$ cat config.mk
export PLATFORM = sky130hd
export DESIGN_NAME = fb_port_scheduler
export DESIGN_NICKNAME = d
export VERILOG_FILES = /design/src/rtl/fb_port_scheduler.sv
export SDC_FILE = /design/constraint.sdc
export NUM_CORES = 1
export LEC_CHECK = 0
export BUFFER_PORTS_ARGS = -buffer_cell sky130_fd_sc_hd__buf_2
export CAP_MARGIN = 20
export CORE_MARGIN = 10
export CORE_UTILIZATION = 50
export DETAILED_ROUTE_END_ITERATION = 6
export HOLD_SLACK_MARGIN = 0.08
export MAX_ROUTING_LAYER = met4
export PLACE_DENSITY = 0.69
export SYNTH_ARGS = -nofsm -noshare
export SYNTH_HDL_FRONTEND = slang
export SYNTH_SLANG_ARGS = --single-unit
$ cat constraint.sdc
create_clock -name iCLK -period 8 [get_ports iCLK]
set_clock_uncertainty 0.2 [all_clocks]
set_input_delay 0.4 -clock iCLK [delete_from_list [all_inputs] [get_ports iCLK]]
set_output_delay 0.4 -clock iCLK [all_outputs]
set_load 0.005 [all_outputs]
$ cat src/rtl/fb_port_scheduler.sv
// Frame-buffer command-port scheduler: strict-priority display line fetch,
// round-robin sharing of the remaining bursts between two write streams.
module fb_port_scheduler #(
    parameter int                H_ACT     = 640,
    parameter int                V_ACT     = 480,
    parameter int                BURST     = 128,
    parameter int                ADDR_W    = 22,
    parameter logic [ADDR_W-1:0] DISP_BASE = 22'h000000,
    parameter logic [ADDR_W-1:0] WR0_BASE  = 22'h100000,
    parameter logic [ADDR_W-1:0] WR1_BASE  = 22'h000000
) (
    input  logic              iCLK,
    input  logic              iRST,
    input  logic              iEnable,
    input  logic              iDisp_Req,
    input  logic [10:0]       iDisp_Line,
    input  logic [9:0]        iWr0_Level,
    input  logic [9:0]        iWr1_Level,
    input  logic              iWr0_Frame_Start,
    input  logic              iWr1_Frame_Start,
    output logic              oMem_Cmd_Valid,
    input  logic              iMem_Cmd_Ready,
    output logic              oMem_Wr,
    output logic [ADDR_W-1:0] oMem_Addr,
    input  logic              iMem_Done,
    output logic [1:0]        oOwner,
    output logic              oDisp_Burst_Done,
    output logic              oWr0_Ack,
    output logic              oWr1_Ack,
    output logic              oDisp_Underrun
);

    localparam int NB          = H_ACT / BURST;
    localparam int IDX_W       = $clog2(NB + 1);
    localparam int FRAME_WORDS = H_ACT * V_ACT;

    localparam logic [1:0] OWN_NONE = 2'd0;
    localparam logic [1:0] OWN_DISP = 2'd1;
    localparam logic [1:0] OWN_WR0  = 2'd2;
    localparam logic [1:0] OWN_WR1  = 2'd3;

    typedef enum logic [1:0] {S_IDLE, S_CMD, S_WAIT} state_t;

    state_t            state_q, state_d;
    logic [1:0]        owner_q, owner_d;
    logic [ADDR_W-1:0] addr_q, addr_d;
    logic              wr_q, wr_d;
    logic              rr_q, rr_d;
    logic              pend_q, pend_d;
    logic [10:0]       line_q, line_d;
    logic [IDX_W-1:0]  idx_q, idx_d;
    logic              stale_q, stale_d;
    logic              underrun_q, underrun_d;
    logic              disp_done_q, disp_done_d;

    logic [1:0]        grant_owner;
    logic              grant_valid;
    logic              done_evt;
    logic              req_ok;
    logic              disp_cmp;
    logic              disp_live;
    logic              final_cmp;
    logic              underrun_evt;
    logic              disp_inflight;
    logic [ADDR_W-1:0] disp_addr;

    logic [1:0]             wr_elig;
    logic [1:0]             wr_ack;
    logic [1:0]             wr_fs;
    logic [1:0][9:0]        wr_level;
    logic [1:0][ADDR_W-1:0] wr_off;

    assign wr_level[0] = iWr0_Level;
    assign wr_level[1] = iWr1_Level;
    assign wr_fs[0]    = iWr0_Frame_Start;
    assign wr_fs[1]    = iWr1_Frame_Start;

    // ---------------- state register ----------------
    always_ff @(posedge iCLK or posedge iRST) begin
        if (iRST) begin
            state_q     <= S_IDLE;
            owner_q     <= OWN_NONE;
            addr_q      <= '0;
            wr_q        <= 1'b0;
            rr_q        <= 1'b0;
            pend_q      <= 1'b0;
            line_q      <= '0;
            idx_q       <= '0;
            stale_q     <= 1'b0;
            underrun_q  <= 1'b0;
            disp_done_q <= 1'b0;
        end else begin
            state_q     <= state_d;
            owner_q     <= owner_d;
            addr_q      <= addr_d;
            wr_q        <= wr_d;
            rr_q        <= rr_d;
            pend_q      <= pend_d;
            line_q      <= line_d;
            idx_q       <= idx_d;
            stale_q     <= stale_d;
            underrun_q  <= underrun_d;
            disp_done_q <= disp_done_d;
        end
    end

    // ---------------- next-state logic ----------------
    always_comb begin
        state_d = state_q;
        case (state_q)
            S_IDLE:  if (grant_valid)    state_d = S_CMD;
            S_CMD:   if (iMem_Cmd_Ready) state_d = S_WAIT;
            S_WAIT:  if (iMem_Done)      state_d = S_IDLE;
            default:                     state_d = S_IDLE;
        endcase
    end

    // ---------------- outputs ----------------
    always_comb begin
        oMem_Cmd_Valid   = (state_q == S_CMD);
        oOwner           = (state_q == S_IDLE) ? OWN_NONE : owner_q;
        oMem_Wr          = wr_q;
        oMem_Addr        = addr_q;
        oDisp_Burst_Done = disp_done_q;
        oWr0_Ack         = wr_ack[0];
        oWr1_Ack         = wr_ack[1];
        oDisp_Underrun   = underrun_q;
    end

    // ---------------- arbitration ----------------
    always_comb begin
        grant_owner = OWN_NONE;
        if ((state_q == S_IDLE) && iEnable) begin
            if (pend_q)
                grant_owner = OWN_DISP;
            else if (wr_elig[0] && wr_elig[1])
                grant_owner = rr_q ? OWN_WR1 : OWN_WR0;
            else if (wr_elig[0])
                grant_owner = OWN_WR0;
            else if (wr_elig[1])
                grant_owner = OWN_WR1;
        end
        grant_valid = (grant_owner != OWN_NONE);
    end

    always_comb begin
        disp_addr = DISP_BASE
                  + ADDR_W'(line_q) * ADDR_W'(H_ACT)
                  + ADDR_W'(idx_q)  * ADDR_W'(BURST);
        done_evt     = (state_q == S_WAIT) && iMem_Done;
        req_ok       = iDisp_Req && (32'(iDisp_Line) < V_ACT);
        disp_cmp     = done_evt && (owner_q == OWN_DISP);
        disp_live    = disp_cmp && !stale_q;
        final_cmp    = disp_live && (idx_q == IDX_W'(NB - 1));
        underrun_evt = req_ok && pend_q && !final_cmp;
        // a display burst that will still complete after this edge
        disp_inflight = ((state_q == S_CMD) && (owner_q == OWN_DISP))
                     || ((state_q == S_WAIT) && (owner_q == OWN_DISP) && !iMem_Done)
                     || (grant_owner == OWN_DISP);
    end

    // ---------------- command latch and display bookkeeping ----------------
    always_comb begin
        owner_d     = owner_q;
        addr_d      = addr_q;
        wr_d        = wr_q;
        rr_d        = rr_q;
        pend_d      = pend_q;
        line_d      = line_q;
        idx_d       = idx_q;
        stale_d     = stale_q;
        underrun_d  = underrun_q | underrun_evt;
        disp_done_d = 1'b0;

        if (grant_valid) begin
            owner_d = grant_owner;
            wr_d    = (grant_owner != OWN_DISP);
            case (grant_owner)
                OWN_DISP: addr_d = disp_addr;
                OWN_WR0:  addr_d = WR0_BASE + wr_off[0];
                default:  addr_d = WR1_BASE + wr_off[1];
            endcase
            if (grant_owner == OWN_WR0) rr_d = 1'b1;
            if (grant_owner == OWN_WR1) rr_d = 1'b0;
            if (grant_owner == OWN_DISP) stale_d = 1'b0;
        end

        if (disp_cmp) begin
            stale_d = 1'b0;
            // completion racing a re-request belongs to the abandoned line
            if (disp_live && !underrun_evt) begin
                disp_done_d = 1'b1;
                if (idx_q == IDX_W'(NB - 1)) begin
                    idx_d  = '0;
                    pend_d = 1'b0;
                end else begin
                    idx_d = idx_q + IDX_W'(1);
                end
            end
        end

        if (req_ok) begin
            line_d = iDisp_Line;
            idx_d  = '0;
            pend_d = 1'b1;
            if (disp_inflight) stale_d = 1'b1;
        end
    end

    // ---------------- per-write-port offset tracking ----------------
    genvar gi;
    generate
        for (gi = 0; gi < 2; gi++) begin : g_wr
            localparam logic [1:0] OWN_CODE = (gi == 0) ? OWN_WR0 : OWN_WR1;

            logic [ADDR_W-1:0] off_q, off_d, off_inc;
            logic              fs_q, fs_d;
            logic              ack_q, ack_d;
            logic              cmp, busy;

            assign wr_elig[gi] = (32'(wr_level[gi]) >= BURST);
            assign wr_off[gi]  = off_q;
            assign wr_ack[gi]  = ack_q;

            always_comb begin
                cmp     = done_evt && (owner_q == OWN_CODE);
                busy    = ((state_q != S_IDLE) && (owner_q == OWN_CODE))
                       || (grant_owner == OWN_CODE);
                off_inc = off_q + ADDR_W'(BURST);
                off_d   = off_q;
                fs_d    = fs_q;
                ack_d   = 1'b0;
                if (cmp) begin
                    ack_d = 1'b1;
                    fs_d  = 1'b0;
                    if (fs_q || wr_fs[gi] || (off_inc == ADDR_W'(FRAME_WORDS)))
                        off_d = '0;
                    else
                        off_d = off_inc;
                end else if (wr_fs[gi]) begin
                    off_d = '0;
                    // remember so the burst still in flight does not advance it
                    fs_d  = busy;
                end
            end

            always_ff @(posedge iCLK or posedge iRST) begin
                if (iRST) begin
                    off_q <= '0;
                    fs_q  <= 1'b0;
                    ack_q <= 1'b0;
                end else begin
                    off_q <= off_d;
                    fs_q  <= fs_d;
                    ack_q <= ack_d;
                end
            end
        end
    endgenerate

endmodule

==> impl_metrics.py, run 1 <==
metrics = {
    "cells_and_area": {
        "register_area_sq_um": 1850,
        "most-common-layout-cells": "dfrtp_1, nand2_1, buf_2",
        "final_common_cell": "dfrtp_1",
        "antennaDiodeCount": 0,
        "syn_to_final_growth_pct": 10.4,
        "drive_gt1_frac": 0.156,
        "multi_input_area_sq_um": 2910,
        "fin_area_sq_um": 5570,
        "final_nets": 680,
        "num-fill-cells": 903,
    },
    "logic_synthesis": {
        "syn_area_per_cell_sq_um": 8.75,
        "yosys_warnings": 0,
        "synth_edf_count": 0,
        "yosys_register_bits": 74,
        "ys_seq_area_frac": 0.367,
        "synth_fp_nets": 647,
        "synth-main-ff-cell": "dfrtp_1",
        "synth_cell_types": 64,
        "syn_area_sq_um": 5050,
        "synth_cells": 577,
        "synthArstFlopShare": 1.00,
    },
    "clocking": {
        "cts_inserted_buffers": 9,
        "cts-htree-levels": 3,
        "clk_path_buf_depth": 2,
        "ctsResizeCount": 0,
        "clkTransAtPathRegs_ps": 80,
        "cts_root_buf": "clkbuf_8",
        "clk_latency_ps": 370,
        "cts_tree": "done",
        "numClockSinks": 74,
        "post_cts.repair.setup_buffers": 0,
    },
    "die": {
        "die_h_microns": 120,
        "ios": 69,
        "initial_core_util": 0.514,
        "die_w_microns": 120,
        "die_area_sq_um": 14500,
        "num_rows": 36,
        "core-area_sq_um": 9820,
    },
    "detailed_routing": {
        "dr_total_vias": 4367,
        "drtPass1Iterations": 5,
        "routedWlPerCell_microns": 16.3,
        "viasPerCell": 5.84,
        "drt-total-wl_microns": 12200,
        "postRouteAntennaNets": 0,
        "drc": 0,
        "drtIter0Drc": 264,
    },
    "critical_path": {
        "crit_fanout": 4,
        "cp.arrival_ps": 3270,
        "critPathRequiredTime_ps": 8030,
        "r2r_setup_slack_ps": 4760,
        "cp-start-kind": "flop",
        "critPathKind": "reg -> reg",
        "endpoint_kind": "flop",
    },
    "timing": {
        "fin_setup_tns_ps": 0,
        "fmax_ghz": 0.308,
        "finalHoldViolCount": 0,
        "fin_crit_sh": 0.405,
        "layout_min_cycle_time_ps": 3240,
        "worst_slew_pin_slew_ps": 964,
        "report.final.slew_viol_count": 0,
        "setup_viol": 0,
        "rsz0062_at_grt": "false",
        "timing.slew.headroom": 0.357,
    },
    "placement": {
        "hpwl_microns": 8950,
        "place.port_buffers": 54,
        "dpl_cell_area_sq_um": 5290,
        "gp_congestion": 0.862,
    },
    "min_path": {
        "hold_path_class": "in -> reg",
    },
    "run_status": {
        "status": "complete, no violations",
    },
    "global_route": {
        "track_usage": 0.177,
        "grt_max_degree": 75,
        "antenna_found_initial": 0,
        "grt_remaining_overflow": 0,
        "grt_pass1_vias": 4250,
        "grt_pass1_wl_microns": 20800,
    },
    "pwr": {
        "peakVddDrop_v": 0.000142,
        "p_per_area_nw_per_um2": 225,
        "p_leak_nw": 2.48,
        "finalPower_mw": 1.25,
    },
    "job": {
        "cap_violations": 0,
    },
}
## synth_stat cells (7+ instances only)
master | count | area (sq um)
a21o_1 | 10 | 75.1
a21oi_1 | 30 | 150
a22oi_1 | 9 | 67.6
a31oi_1 | 21 | 131
buf_2 | 7 | 35.0
buf_4 | 11 | 82.6
clkbuf_1 | 21 | 78.8
dfrtp_1 | 74 | 1850
ha_1 | 29 | 363
inv_1 | 19 | 71.3
mux2_2 | 7 | 78.8
nand2_1 | 69 | 259
nand2b_1 | 11 | 68.8
nand3_1 | 24 | 120
nand3b_1 | 8 | 60.1
nor2_1 | 38 | 143
nor2b_1 | 8 | 50.1
nor3_1 | 14 | 70.1
o21ai_0 | 40 | 200
xnor2_1 | 14 | 123
xor2_1 | 14 | 123
## worst paths after layout
check                                from                end  cells after the start
max                             line_q[1]      oMem_Addr[18]                     10
min                         iDisp_Line[5]          line_q[5]                      2
max reg2reg                     line_q[1]      oMem_Addr[18]                     10
min reg2reg                oDisp_Underrun     oDisp_Underrun                      1
max in group asynchronous            iRST  g_wr[0].off_q[18]                      3
min in group asynchronous            iRST  g_wr[1].off_q[10]                      3
## per-layer routing
metal,up-vias,part of all wire,track usage
li1,2141,-,-
met1,2077,0.46,0.219
met2,136,0.47,0.282
met3,13,0.053,0.0307
met4,0,0.015,0.0671
met5,-,0,-
## critical path, cell delays in order (launching register included)
cell and delay (ps):
dfrtp_1 450, ha_1 320, ha_1 230, fa_1 430
xor2_1 230, nand2_1 110, nor3b_1 390, nand3_1 120
and4bb_2 340, xnor2_1 150, o221ai_1 140
## cell families (layout without fill, tap and decap cells)
family / after synthesis / count (layout) / share of synthesized area
adders and majority gates: 31 / 31 / 0.0798
AOI/OAI and AO/OA: 157 / 157 / 0.206
DFF: 74 / 74 / 0.367
buffers and inverters: 61 / 99 / 0.0570
muxes: 11 / 11 / 0.0236
xor gates and xnor gates: 28 / 28 / 0.0486
and+or+nand+nor: 215 / 215 / 0.218
## cell type report
| type | instances | area share |
|---|---|---|
| Multi-Input combinational cell | 442 | 0.523 |
| Sequential cell | 74 | 0.332 |
| Timing Repair Buffer | 64 | 0.0651 |
| Tap cell | 133 | 0.0299 |
| Clock buffer | 12 | 0.0278 |
| Inverter | 19 | 0.0128 |
| Clock inverter | 4 | 0.00898 |
## through the flow
| stage | setup WS (ps) | hold slack, ps | instances | utilization |
|---|---|---|---|---|
| final | 4760 | 94.2 | 748 | 0.567 |
| after global routing | 4540 | 100 | 748 | 0.567 |
| after CTS | 4740 | 85.1 | 747 | 0.567 |
| after detailed placement | 4760 | 253 | 724 | 0.539 |
| after global placement | 4920 | 255 | 724 | 0.539 |
| after floorplan | 5130 | 266 | 577 | - |
## power breakdown
part	internal, mW	leakage, nW	switching [mW]
Clock	0.161	0.0986	0.146
Sequential	0.428	0.976	0.0456
Combinational	0.192	1.40	0.279
Total	0.781	2.48	0.471
## registers in the layout (all words and copies together), names as in the netlist
name,count
g_wr.fs_q,2
g_wr.off_q,30
idx_q,3
line_q,11
oDisp_Burst_Done,1
oDisp_Underrun,1
oMem_Addr,16
oMem_Wr,1
oWr0_Ack,1
oWr1_Ack,1
owner_q,2
pend_q,1
rr_q,1
stale_q,1
state_q,2
## repair_timing
item                                    4_1_cts  5_1_grt
endpoints found under the setup margin        0        0
hold buffers                                  7        0
endpoints found under the hold margin         7        0
Power figures use the tool's default switching activity.
==> inputs of run 2 (changes only) <==
Clock period 8 ns to 3.2 ns, I/O delays scaled along.
==> run 2 against run 1 <==
Net effect: core utilization grew 2.5 points; die area did not move; sequential share of layout area is 1.4 points lower; maximum frequency up 5.8%; flip-flop and latch count did not move; critical path type unchanged; largest cell class unchanged.
==> impl_metrics.py, run 2 (synthesis gave the netlist of run 1 again) <==
metrics = {
    "run_status": {
        "status": "complete, no violations",
    },
    "critical_path": {
        "endpoint_kind": "flop",
        "cp.arrival_ps": 3090,
        "cpMostUsedCell": "ha_1",
        "r2r_start": "line_q[4]",
        "r2r_end": "oMem_Addr[18]",
        "cp-start-kind": "flop",
        "r2r_cells": 9,
        "cp_slowest_stage_delay_ps": 400,
        "worstPathCellList": "ha_1 -> ha_1 -> a21o_1 -> a21oi_1 -> a211oi_1 -> nor3_2 -> and4bb_2 -> xnor2_1 -> o221ai_1",
        "critPathKind": "reg -> reg",
        "critPathRequiredTime_ps": 3220,
        "critPathSlowestCell": "dfrtp_1",
        "r2r_setup_slack_ps": 130,
        "crit_fanout": 5,
    },
    "pwr": {
        "finalPower_mw": 3.33,
        "peakVddDrop_v": 0.000401,
        "p_per_area_nw_per_um2": 573,
        "p_leak_nw": 2.60,
    },
    "global_route": {
        "grt_max_degree": 31,
        "track_usage": 0.182,
        "grt_pass1_vias": 4363,
        "grt_pass1_wl_microns": 21300,
        "antenna_found_initial": 0,
        "grt_remaining_overflow": 0,
    },
    "placement": {
        "gp_congestion": 0.838,
        "hpwl_microns": 9230,
        "place.port_buffers": 54,
    },
    "die": {
        "die_area_sq_um": 14500,
        "initial_core_util": 0.514,
        "core-area_sq_um": 9820,
        "ios": 69,
        "die_h_microns": 120,
        "num_rows": 36,
        "die_w_microns": 120,
    },
    "clocking": {
        "clk_latency_ps": 360,
        "cts_tree": "done",
        "cts_root_buf": "clkbuf_8",
        "clkTransAtPathRegs_ps": 80,
        "cts-htree-levels": 3,
        "cts_inserted_buffers": 9,
        "numClockSinks": 74,
        "clk_path_buf_depth": 2,
    },
    "job": {
        "cap_violations": 0,
    },
    "timing": {
        "worst_slew_pin_slew_ps": 940,
        "layout_min_cycle_time_ps": 3070,
        "fin_setup_tns_ps": 0,
        "fmax_ghz": 0.326,
        "timing.slew.headroom": 0.373,
        "whs_ps": 187,
        "fin_crit_sh": 0.958,
        "setup_viol": 0,
        "finalHoldViolCount": 0,
        "report.final.slew_viol_count": 0,
    },
    "cells_and_area": {
        "regMostFlops": "g_wr.off_q",
        "antennaDiodeCount": 0,
        "final_nets": 697,
        "most-common-layout-cells": "dfrtp_1, nand2_1, buf_2",
        "num-fill-cells": 922,
        "largest_reg_flops": 30,
        "syn_to_final_growth_pct": 15.2,
        "final_common_cell": "dfrtp_1",
        "post-route-util": 0.592,
        "drive_gt1_frac": 0.177,
    },
    "detailed_routing": {
        "drtIter0Drc": 255,
        "routed.top_layer": "met4",
        "drt-total-wl_microns": 12700,
        "drc": 0,
        "drtPass1Iterations": 5,
        "viasPerCell": 5.82,
        "routedWlPerCell_microns": 16.6,
        "wl_met3_microns": 692,
        "wl_met1_microns": 5630,
        "met2WireLength_microns": 6240,
        "postRouteAntennaNets": 0,
        "dr_total_vias": 4450,
    },
    "min_path": {
        "min_from": "iWr1_Level[9]",
        "hold_path_class": "in -> reg",
        "hold_end": "owner_q[1]",
        "hold_depth": 5,
    },
}
run 2: metal layers:
layer / GRT usage / up-vias
li1: - / 2164
met1: 0.222 / 2139
met2: 0.299 / 130
met3: 0.0344 / 17
met4: 0.0566 / 0
met5: - / -
run 2: power breakdown:
part / internal [mW] / switching (mW) / total [mW] / leakage [nW]
sequential: 1.07 / 0.114 / 1.18 / 0.976
combinational: 0.559 / 0.740 / 1.30 / 1.50
clock: 0.483 / 0.368 / 0.851 / 0.117
total: 2.11 / 1.22 / 3.33 / 2.60
run 2: what timing repair did:
action / 4_1_cts / 5_1_grt
hold buffers: 18 / 0
resized for setup: 0 / 11
endpoints found under the hold margin: 48 / 0
endpoints found under the setup margin: 0 / 3
setup buffers: 0 / 0
run 2: through the flow:
stage / instances / worst slack, ps / cell area (sq um)
after global placement: 731 / 176 / 5340
after floorplan: 577 / 332 / 5050
after CTS: 765 / 75.3 / 5750
after global routing: 765 / -17.3 / 5810
after detailed placement: 731 / 88.9 / 5340
final: 765 / 133 / 5810
run 2: critical path: cells and delay by family, from the launching register on:
| kind | cells | cell delay, ps |
|---|---|---|
| compound gates | 4 | 820 |
| xor+xnor | 1 | 170 |
| simple gates | 2 | 650 |
| fa+ha+maj | 2 | 680 |
| flops | 1 | 400 |
run 2: worst max-delay path by stage:
stage / startpoint / to / slack, ps
final: line_q[4] / oMem_Addr[18] / 130
after global routing: line_q[6] / oMem_Addr[18] / -20
after CTS: line_q[1] / oMem_Addr[18] / 80
after detailed placement: line_q[1] / oMem_Addr[18] / 90
after global placement: line_q[1] / oMem_Addr[18] / 180
after floorplan: line_q[1] / oMem_Addr[19] / 330
run 2: area by class of cell:
type / count / area, sq um / share of cell area
Inverter: 19 / 71.3 / 0.0123
Sequential cell: 74 / 1850 / 0.318
Clock inverter: 4 / 73.8 / 0.0127
Clock buffer: 12 / 155 / 0.0267
Timing Repair Buffer: 81 / 518 / 0.0891
Tap cell: 133 / 166 / 0.0286
Multi-Input combinational cell: 442 / 2980 / 0.512
==> inputs of run 3 (changes only) <==
Clock period 3.2 ns to 4 ns, I/O delays scaled along.
==> run 3 against run 2 <==
Net effect: sequential power is 20% lower; worst hold slack improved by 11 ps; clock-buffer cell count is 2 lower; via count down 1.6%; first-iteration DRC count rose by 2.7%; combinational power fell by 27%; design area is 1.8% lower; maximum frequency decreased by 2.6%; register-to-register slack improved by 720 ps; wire length down 3.1%; sequential share of layout area increased by 0.57 points; non-clock buffer count is 5 lower.
==> impl_metrics.py, run 3 (synthesis gave the netlist of run 1 again) <==
metrics = {
    "clocking": {
        "cts_tree": "done",
        "cts_inserted_buffers": 9,
        "cts-htree-levels": 3,
        "ctsResizeCount": 0,
        "cts_root_buf": "clkbuf_8",
        "numClockSinks": 74,
        "clkTransAtPathRegs_ps": 90,
        "clk_path_buf_depth": 2,
        "clk_latency_ps": 360,
        "post_cts.repair.setup_buffers": 0,
    },
    "timing": {
        "setup_viol": 0,
        "timing.slew.headroom": 0.393,
        "report.final.slew_viol_count": 0,
        "layout_setup_ws_ps": 850,
        "fin_setup_tns_ps": 0,
        "fmax_ghz": 0.317,
        "finalHoldViolCount": 0,
        "worst_slew_pin_slew_ps": 911,
        "layout_min_cycle_time_ps": 3150,
        "rsz0062_at_grt": "false",
        "fin_crit_sh": 0.787,
        "whs_ps": 198,
    },
    "critical_path": {
        "cp-start-kind": "flop",
        "critPathSlowestCell": "dfrtp_1",
        "cp_slowest_stage_delay_ps": 450,
        "endpoint_kind": "flop",
        "critPathRequiredTime_ps": 4030,
        "cpMostUsedCell": "ha_1",
        "r2r_start": "line_q[1]",
        "worstPathCellList": "ha_1 -> ha_1 -> fa_1 -> xor2_1 -> nand2_1 -> nor3b_1 -> nand3_1 -> and4bb_2 -> xnor2_1 -> o221ai_1",
        "crit_fanout": 4,
        "critPathKind": "reg -> reg",
        "crit_start": "line_q[1]",
        "cp.arrival_ps": 3180,
    },
    "placement": {
        "gp_congestion": 0.834,
        "dp.cells": 726,
        "hpwl_microns": 9060,
        "dp_slack_ps": 830,
        "place.port_buffers": 54,
    },
    "detailed_routing": {
        "drtIter0Drc": 262,
        "drt-total-wl_microns": 12300,
        "drtPass1Iterations": 5,
        "viasPerCell": 5.76,
        "routedWlPerCell_microns": 16.2,
        "postRouteAntennaNets": 0,
        "drc": 0,
        "dr_total_vias": 4378,
    },
    "cells_and_area": {
        "regMostFlops": "g_wr.off_q",
        "drive_gt1_frac": 0.156,
        "most-common-layout-cells": "dfrtp_1, nand2_1, buf_2",
        "largest_reg_flops": 30,
        "final_common_cell": "dfrtp_1",
        "antennaDiodeCount": 0,
        "final_nets": 692,
        "layoutNonFillerInstCount": 760,
        "syn_to_final_growth_pct": 13.2,
    },
    "global_route": {
        "busiest_layer": "met2",
        "grt_use_met1": 0.226,
        "antenna_found_initial": 0,
        "grt_pass1_wl_microns": 21300,
        "met3_usage": 0.0298,
        "grt.met2_usage": 0.289,
        "track_usage": 0.179,
        "grt_pass1_vias": 4368,
        "grt_max_degree": 53,
        "grt_remaining_overflow": 0,
    },
    "die": {
        "core-area_sq_um": 9820,
        "num_rows": 36,
        "initial_core_util": 0.514,
        "ios": 69,
        "die_area_sq_um": 14500,
        "die_w_microns": 120,
        "die_h_microns": 120,
    },
    "pwr": {
        "finalPower_mw": 2.57,
        "p_leak_nw": 2.54,
        "p_per_area_nw_per_um2": 450,
        "peakVddDrop_v": 0.000289,
    },
    "min_path": {
        "hold_path_class": "in -> async",
    },
    "run_status": {
        "status": "complete, no violations",
    },
    "job": {
        "cap_violations": 0,
    },
}
run 3: layout make-up:
type | count | area (sq um)
repair buffers | 76 | 480
clock buffers | 10 | 138
flip-flops and latches | 74 | 1850
well taps | 133 | 166
inverters | 19 | 71.3
multi-input cells | 442 | 2910
fillers | 893 | 4110
clock inverters | 6 | 90.1
run 3: power by group:
group	switching (mW)	internal, mW	total, mW	leakage (nW)
clock network	0.305	0.369	0.675	0.112
registers	0.0885	0.856	0.945	0.976
logic	0.555	0.396	0.952	1.45
total	0.949	1.62	2.57	2.54
run 3: repair_timing:
item / in CTS / in global routing
hold endpoints to repair: 41 / 0
hold buffers: 18 / 0
endpoints found under the setup margin: 0 / 0
run 3: per-layer routing:
metal	vias up	wire (microns)
li1	2163	-
met1	2095	5670
met5	-	0
met4	0	151
met3	11	591
met2	109	5920
run 3: worst paths after layout:
check,end,slack [ps],depth (start not counted)
worst max-delay path,oMem_Addr[18],850,10
worst min-delay path,g_wr[1].off_q[10],200,3
worst max register to register,oMem_Addr[18],850,10
worst min register to register,oDisp_Underrun,270,1
max in group asynchronous,g_wr[0].off_q[20],2360,4
min in group iCLK,line_q[9],240,4
run 3: critical path, delay by kind of cell (launching register included):
family	cells	cell delay [ps]
AO/OA/AOI/OAI	1	120
AND/OR/NAND/NOR	4	900
flip-flops	1	450
XOR/XNOR	2	380
adder cells (fa/ha/maj)	3	970
run 3: stage by stage:
| step | utilization | cell area, sq um |
|---|---|---|
| after floorplan | - | 5050 |
| after global placement | 0.540 | 5300 |
| after detailed placement | 0.540 | 5300 |
| after CTS | 0.582 | 5710 |
| after global routing | 0.582 | 5710 |
| final | 0.582 | 5710 |
